$ cat config.mk
export PLATFORM = sky130hd
export DESIGN_NAME = match_scoreboard
export DESIGN_NICKNAME = d
export VERILOG_FILES = /design/src/rtl/quidditch_pkg.sv /design/src/rtl/sec_tick_gen.sv /design/src/rtl/match_scoreboard.sv
export SDC_FILE = /design/constraint.sdc
export NUM_CORES = 1
export LEC_CHECK = 0
export ABC_CLOCK_PERIOD_IN_PS = 6510
export CAP_MARGIN = 20
export CORE_UTILIZATION = 42
export CTS_CLUSTER_SIZE = 16
export DETAILED_ROUTE_END_ITERATION = 8
export GPL_TIMING_DRIVEN = 1
export SYNTH_ARGS = -nofsm -noshare
export SYNTH_HDL_FRONTEND = slang
export SYNTH_SLANG_ARGS = --single-unit
$ cat constraint.sdc
create_clock -name clk -period 6.51 [get_ports clk]
set_clock_uncertainty 0.1 [all_clocks]
set_input_delay 1.302 -clock clk [delete_from_list [all_inputs] [get_ports clk]]
set_output_delay 1.302 -clock clk [all_outputs]
set_load 0.005 [all_outputs]
$ cat src/rtl/quidditch_pkg.sv
// Shared match types: state encoding, display widths and winner codes.
// Used by the scoreboard and the game controller.
package quidditch_pkg;

    typedef enum logic [1:0] {
        IDLE    = 2'd0,
        RUNNING = 2'd1,
        PAUSE   = 2'd2,
        OVER    = 2'd3
    } state_e;

    localparam int SCORE_W = 8;
    localparam int TIME_W  = 8;

    typedef enum logic [1:0] {
        WIN_NONE = 2'b00,
        WIN_T1   = 2'b01,
        WIN_T2   = 2'b10
    } winner_e;

    // A level score is a draw, reported as WIN_NONE.
    function automatic winner_e pick_winner(input logic [SCORE_W-1:0] t1,
                                            input logic [SCORE_W-1:0] t2);
        if (t1 > t2)      return WIN_T1;
        else if (t2 > t1) return WIN_T2;
        else              return WIN_NONE;
    endfunction

endpackage

$ cat src/rtl/sec_tick_gen.sv
// Seconds divider: one-cycle tick every CLK_FREQ enabled cycles.
// The count holds while disabled, so a frozen phase resumes where it stopped.
module sec_tick_gen #(
    parameter int CLK_FREQ = 50000000
) (
    input  logic clk,
    input  logic rst,
    input  logic enable,
    input  logic clear,
    output logic tick
);

    localparam int                CNT_W = (CLK_FREQ > 1) ? $clog2(CLK_FREQ) : 1;
    localparam logic [CNT_W-1:0] LAST  = CNT_W'(CLK_FREQ - 1);

    logic [CNT_W-1:0] cnt_q, cnt_d;

    // NOTE: every always_comb output gets a default first, so no path can infer a latch.
    always_comb begin
        cnt_d = cnt_q;
        tick  = 1'b0;
        if (clear) begin
            cnt_d = '0;
        end else if (enable) begin
            if (cnt_q == LAST) begin
                cnt_d = '0;
                tick  = 1'b1;
            end else begin
                cnt_d = cnt_q + CNT_W'(1);
            end
        end
    end

    // NOTE: sequential state uses non-blocking assignments only.
    always_ff @(posedge clk) begin
        if (rst) cnt_q <= '0;
        else     cnt_q <= cnt_d;
    end

endmodule

$ cat src/rtl/match_scoreboard.sv
// Match scoreboard: goal counting, match clock, post-goal pause and end-of-match decision.
// game_over feeds back to the ball controller; counts and time feed the display.
module match_scoreboard
    import quidditch_pkg::*;
#(
    parameter int CLK_FREQ           = 50000000,
    parameter int MATCH_SECONDS      = 180,
    parameter int WIN_SCORE          = 10,
    parameter int GOAL_PAUSE_SECONDS = 2
) (
    input  logic               clk,
    input  logic               rst,
    input  logic               start,
    input  logic               game_on,
    input  logic               score_to_team1,
    input  logic               score_to_team2,
    output logic [SCORE_W-1:0] team1_goals,
    output logic [SCORE_W-1:0] team2_goals,
    output logic [TIME_W-1:0]  time_left,
    output logic               game_over,
    output logic               ball_reset,
    output logic [1:0]         winner
);

    localparam logic [TIME_W-1:0]  MATCH_INIT = TIME_W'(MATCH_SECONDS);
    localparam logic [SCORE_W-1:0] WIN_CNT    = SCORE_W'(WIN_SCORE);
    localparam logic [7:0]         PAUSE_INIT = 8'(GOAL_PAUSE_SECONDS);

    state_e             state_q, state_d;
    logic [SCORE_W-1:0] t1_q, t1_d, t2_q, t2_d;
    logic [TIME_W-1:0]  time_q, time_d;
    logic [7:0]         pause_q, pause_d;
    winner_e            winner_q, winner_d;
    logic               ball_reset_q, ball_reset_d;
    logic               s1_q, s2_q;
    logic               edge1, edge2, sec_tick, tick_en, tick_clr;

    assign edge1    = score_to_team1 & ~s1_q;
    assign edge2    = score_to_team2 & ~s2_q;
    assign tick_en  = ((state_q == RUNNING) && game_on) || (state_q == PAUSE);
    assign tick_clr = ((state_q == IDLE) || (state_q == OVER)) && start;

    sec_tick_gen #(.CLK_FREQ(CLK_FREQ)) u_sec_tick (
        .clk    (clk),
        .rst    (rst),
        .enable (tick_en),
        .clear  (tick_clr),
        .tick   (sec_tick)
    );

    always_comb begin
        state_d      = state_q;
        t1_d         = t1_q;
        t2_d         = t2_q;
        time_d       = time_q;
        pause_d      = pause_q;
        winner_d     = winner_q;
        ball_reset_d = 1'b0;
        case (state_q)
            IDLE: begin
                t1_d   = '0;
                t2_d   = '0;
                time_d = MATCH_INIT;
                if (start) begin
                    state_d  = RUNNING;
                    winner_d = WIN_NONE;
                end
            end
            RUNNING: begin
                // A clock already at zero ends the match before any further goal counts.
                if (time_q == '0) begin
                    state_d  = OVER;
                    winner_d = pick_winner(t1_q, t2_q);
                end else begin
                    if (sec_tick)            time_d = time_q - TIME_W'(1);
                    if (edge1 && t1_q != '1) t1_d   = t1_q + SCORE_W'(1);
                    if (edge2 && t2_q != '1) t2_d   = t2_q + SCORE_W'(1);
                    if (t1_d >= WIN_CNT || t2_d >= WIN_CNT) begin
                        state_d  = OVER;
                        winner_d = pick_winner(t1_d, t2_d);
                    end else if (edge1 || edge2) begin
                        state_d = PAUSE;
                        pause_d = PAUSE_INIT;
                    end
                end
            end
            PAUSE: begin
                if (pause_q == '0) begin
                    state_d      = RUNNING;
                    ball_reset_d = 1'b1;
                end else if (sec_tick) begin
                    pause_d = pause_q - 8'd1;
                end
            end
            OVER: begin
                if (start) begin
                    state_d  = RUNNING;
                    t1_d     = '0;
                    t2_d     = '0;
                    time_d   = MATCH_INIT;
                    winner_d = WIN_NONE;
                end
            end
            default: state_d = IDLE;
        endcase
    end

    always_ff @(posedge clk) begin
        if (rst) begin
            state_q      <= IDLE;
            t1_q         <= '0;
            t2_q         <= '0;
            time_q       <= MATCH_INIT;
            pause_q      <= '0;
            winner_q     <= WIN_NONE;
            ball_reset_q <= 1'b0;
            s1_q         <= 1'b0;
            s2_q         <= 1'b0;
        end else begin
            state_q      <= state_d;
            t1_q         <= t1_d;
            t2_q         <= t2_d;
            time_q       <= time_d;
            pause_q      <= pause_d;
            winner_q     <= winner_d;
            ball_reset_q <= ball_reset_d;
            s1_q         <= score_to_team1;
            s2_q         <= score_to_team2;
        end
    end

    assign team1_goals = t1_q;
    assign team2_goals = t2_q;
    assign time_left   = time_q;
    assign game_over   = (state_q == OVER);
    assign ball_reset  = ball_reset_q;
    assign winner      = winner_q;

endmodule

==> summary.txt <==
Outcome
  – Outcome: finished, final reports clean

Clocking
  – Clock transition at path regs: roughly 80 ps
  – Post-cts sizing count: 0
  – Clock tree buffer depth: 2
  – Sink Count: 65
  – Root Buffer: clkbuf_8
  – H-Tree Depth: 3
  – Num CTS Buffers: 9
  – Worst-skew pair later-pin latency: 350 ps
  – Post CTS Setup Buffer Count: 0
  – CTS tree: yes
  – Hold buffers post-CTS: 0

Floorplan
  – Total die area: between 9000 and 10000 um2
  – DIE WIDTH: roughly 100 um
  – Chip height: 99.5 um
  – Initial Util: a little over two fifths
  – Core area: 9240 um2
  – I/O pins: 34
  – Num rows: 35

STA
  – Worst slew margin: between 30% and 40%
  – Minimum clock period: just over 4000 ps
  – Max frequency: ~0.25 GHz
  – Setup-failing EPs final: 0
  – Final-report max-slew violation count: 0
  – Final Hold Vio Count: 0
  – Hold slack: roughly 380 ps
  – Tightest Pin Transition: approximately 980 ps
  – Post-route setup slack: 2430 ps
  – Setup TNS Final: 0 ps
  – Final Cycle Share: around 63%
  – Unrepaired setup endpoints after global routing: no

Setup path
  – Worst Setup Path Type: primary input to flop
  – FF-to-FF path depth: 8
  – Reg2reg end: pause_q[6]
  – R2R setup slack: roughly 3100 ps
  – Setup crit end kind: flop
  – CP required: 6700 ps
  – Critical Path Source Type: primary input
  – WP data arrival: 4270 ps
  – Reg2reg start: team1_goals[0]
  – Worst Path Max Fanout: 13

Global routing
  – Number of global-route vias before repair: between 3000 and 4000
  – Largest net degree at the start of global routing: 32
  – GRT Overall Usage: between 20% and 30%
  – Global-route wire length before repair: between 15000 and 20000 um
  – Grt ovf: 0
  – Initial antenna violation count: 0

Power
  – Leak Pwr: 1.62 nW
  – VDD IR-drop max: 0.000115 V
  – Pwr dens: between 200 and 250 nW/um2

Place
  – Place WS: around 2100 ps
  – Post-placement cell count: approximately 630
  – Port Buffer Count: 33
  – DP HPWL: roughly 6700 um
  – Placer congestion estimate: around 0.86

Logic synthesis
  – Area fraction of the dominant cell type after synthesis: between 30% and 40%
  – Register bit total from synthesis: 65
  – Syn Nets: around 520
  – Synth cell types: 68
  – Post-synth top flop: dfxtp_1
  – Mean Syn Cell Area: approximately 8.2 um2
  – Synth area leaders: dfxtp_1 33%, ha_1 7.5%, nor2_1 6.7%, xnor2_1 4.8%, a21oi_1 3.8%
  – Multiplexer area fraction after synthesis: about 1.6%
  – Post-Syn Area: approximately 4000 um2
  – Main combinational cell family by area after synthesis: simple AND/OR/NAND/NOR gates
  – Post-synthesis simple-gate area fraction: about 28%
  – Cell with the most instances after synthesis: nor2_1
  – Xor-xnor portion of the synthesized cell area: 8.55%
  – Adder and majority gate portion of the synthesized area: between 7 and 8%
  – Compound-gate portion of the synthesized area: 16.6%
  – Cells after synthesis: approximately 490
  – Post-synth EDFFs: 0
  – Post-synth top cells: 71 x nor2_1, 65 x dfxtp_1, 31 x nand2_1
  – Post-synthesis sequential area ratio: 32.6%
  – Yosys warns: 0
  – Synth async-reset ratio: 0%
  – Yosys top cell by area: dfxtp_1

Routing
  – Routed Antenna Nets: 0
  – Wirelength per Cell: roughly 15 um
  – TritonRoute pass-1 iters: 4
  – Via density: around 5.5
  – Via count: 3569
  – Initial drt markers: approximately 170
  – Detailed Route WL: roughly 9400 um
  – Residual DRC: 0

Final layout
  – Finished Core Util: 49.8%
  – Layout Cells excl Fill: 649
  – Number of antenna diodes: 0
  – Nets: 545
  – Area Growth Syn to Fin: 15.2%
  – Share of cells above drive strength 1: under 10%

Min path
  – HP Start: u_sec_tick.cnt_q[1]
  – Tightest Hold Check Type: flop to flop
  – Worst Hold Path Cells: 2
  – Worst Hold End: u_sec_tick.cnt_q[1]

Flow run
  – Maxcap violations: 0
cells by family (layout without fill, tap and decap cells):
family	Yosys count	in the layout
flops	65	65
fa+ha+maj	24	24
xor+xnor	39	39
compound gates	96	96
simple gates	213	213
buf+inv	46	77
mux	6	6
worst max-delay path by stage:
stage	from	end	cells after the start
5_1_grt	score_to_team1	pause_q[6]	8
6_report	score_to_team1	pause_q[6]	8
2_1_floorplan	score_to_team1	pause_q[6]	7
3_5_place_dp	score_to_team1	pause_q[6]	8
4_1_cts	score_to_team1	pause_q[6]	8
3_3_place_gp	score_to_team1	pause_q[6]	8
routing by layer:
metal | up-vias | GRT usage, % | share of wire, %
met5 | - | 0 | 0
met4 | 0 | 7.01 | 1.1
met3 | 8 | 4.22 | 3.9
met2 | 88 | 31.0 | 45
met1 | 1671 | 27.5 | 50
li1 | 1802 | - | -
power breakdown:
part	leakage (nW)	internal [W]	total (W)	switching (W)
Combinational	0.990	0.0000749	0.000198	0.000123
Sequential	0.525	0.000411	0.000426	0.0000151
Clock	0.103	0.000188	0.000360	0.000172
Total	1.62	0.000674	0.000984	0.000310
registers in the layout, indices dropped and copies added (netlist names):
signal,flops
team1_goals,8
pause_q,8
state_q,2
time_left,8
s1_q,1
team2_goals,8
s2_q,1
u_sec_tick.cnt_q,26
ball_reset,1
winner,2
layout by cell type (no fill, tap or decap), types with 11 or more instances in the layout:
| cell type | netlist | layout |
|---|---|---|
| nor2_1 | 71 | 71 |
| dfxtp_1 | 65 | 65 |
| clkdlybuf4s50_1 | 0 | 33 |
| nand2_1 | 31 | 31 |
| a21oi_1 | 30 | 30 |
| inv_1 | 25 | 25 |
| ha_1 | 24 | 24 |
| xnor2_1 | 22 | 22 |
| nand3_1 | 19 | 19 |
| o21ai_0 | 19 | 19 |
| xor2_1 | 17 | 17 |
| nor3_1 | 14 | 14 |
| nand4_1 | 11 | 11 |
worst max-delay path, cell delays in order:
cell and delay [ps]:
clkdlybuf4s50_1 550, nand4b_1 130, or4_4 520, xnor2_1 330
nor4b_2 380, a41oi_2 390, or4_1 580, nand2_1 80
per-stage QoR:
stage,total power [W],instance area [um2]
3_3_place_gp,0.000630,4400
4_1_cts,0.000992,4600
3_5_place_dp,0.000632,4400
5_1_grt,0.00103,4600
6_report,0.000984,4600
2_1_floorplan,0.000577,4000
layout make-up:
type                       instances  area, um2
tap                              129        161
multi-input combinational        378       2500
inverter                          27        101
timing repair buffer              34        338
sequential                        65       1300
fill                             908       4640
clock inverter                     6       65.1
clock buffer                      10        138
No activity file was read; power rests on OpenSTA's default activity.
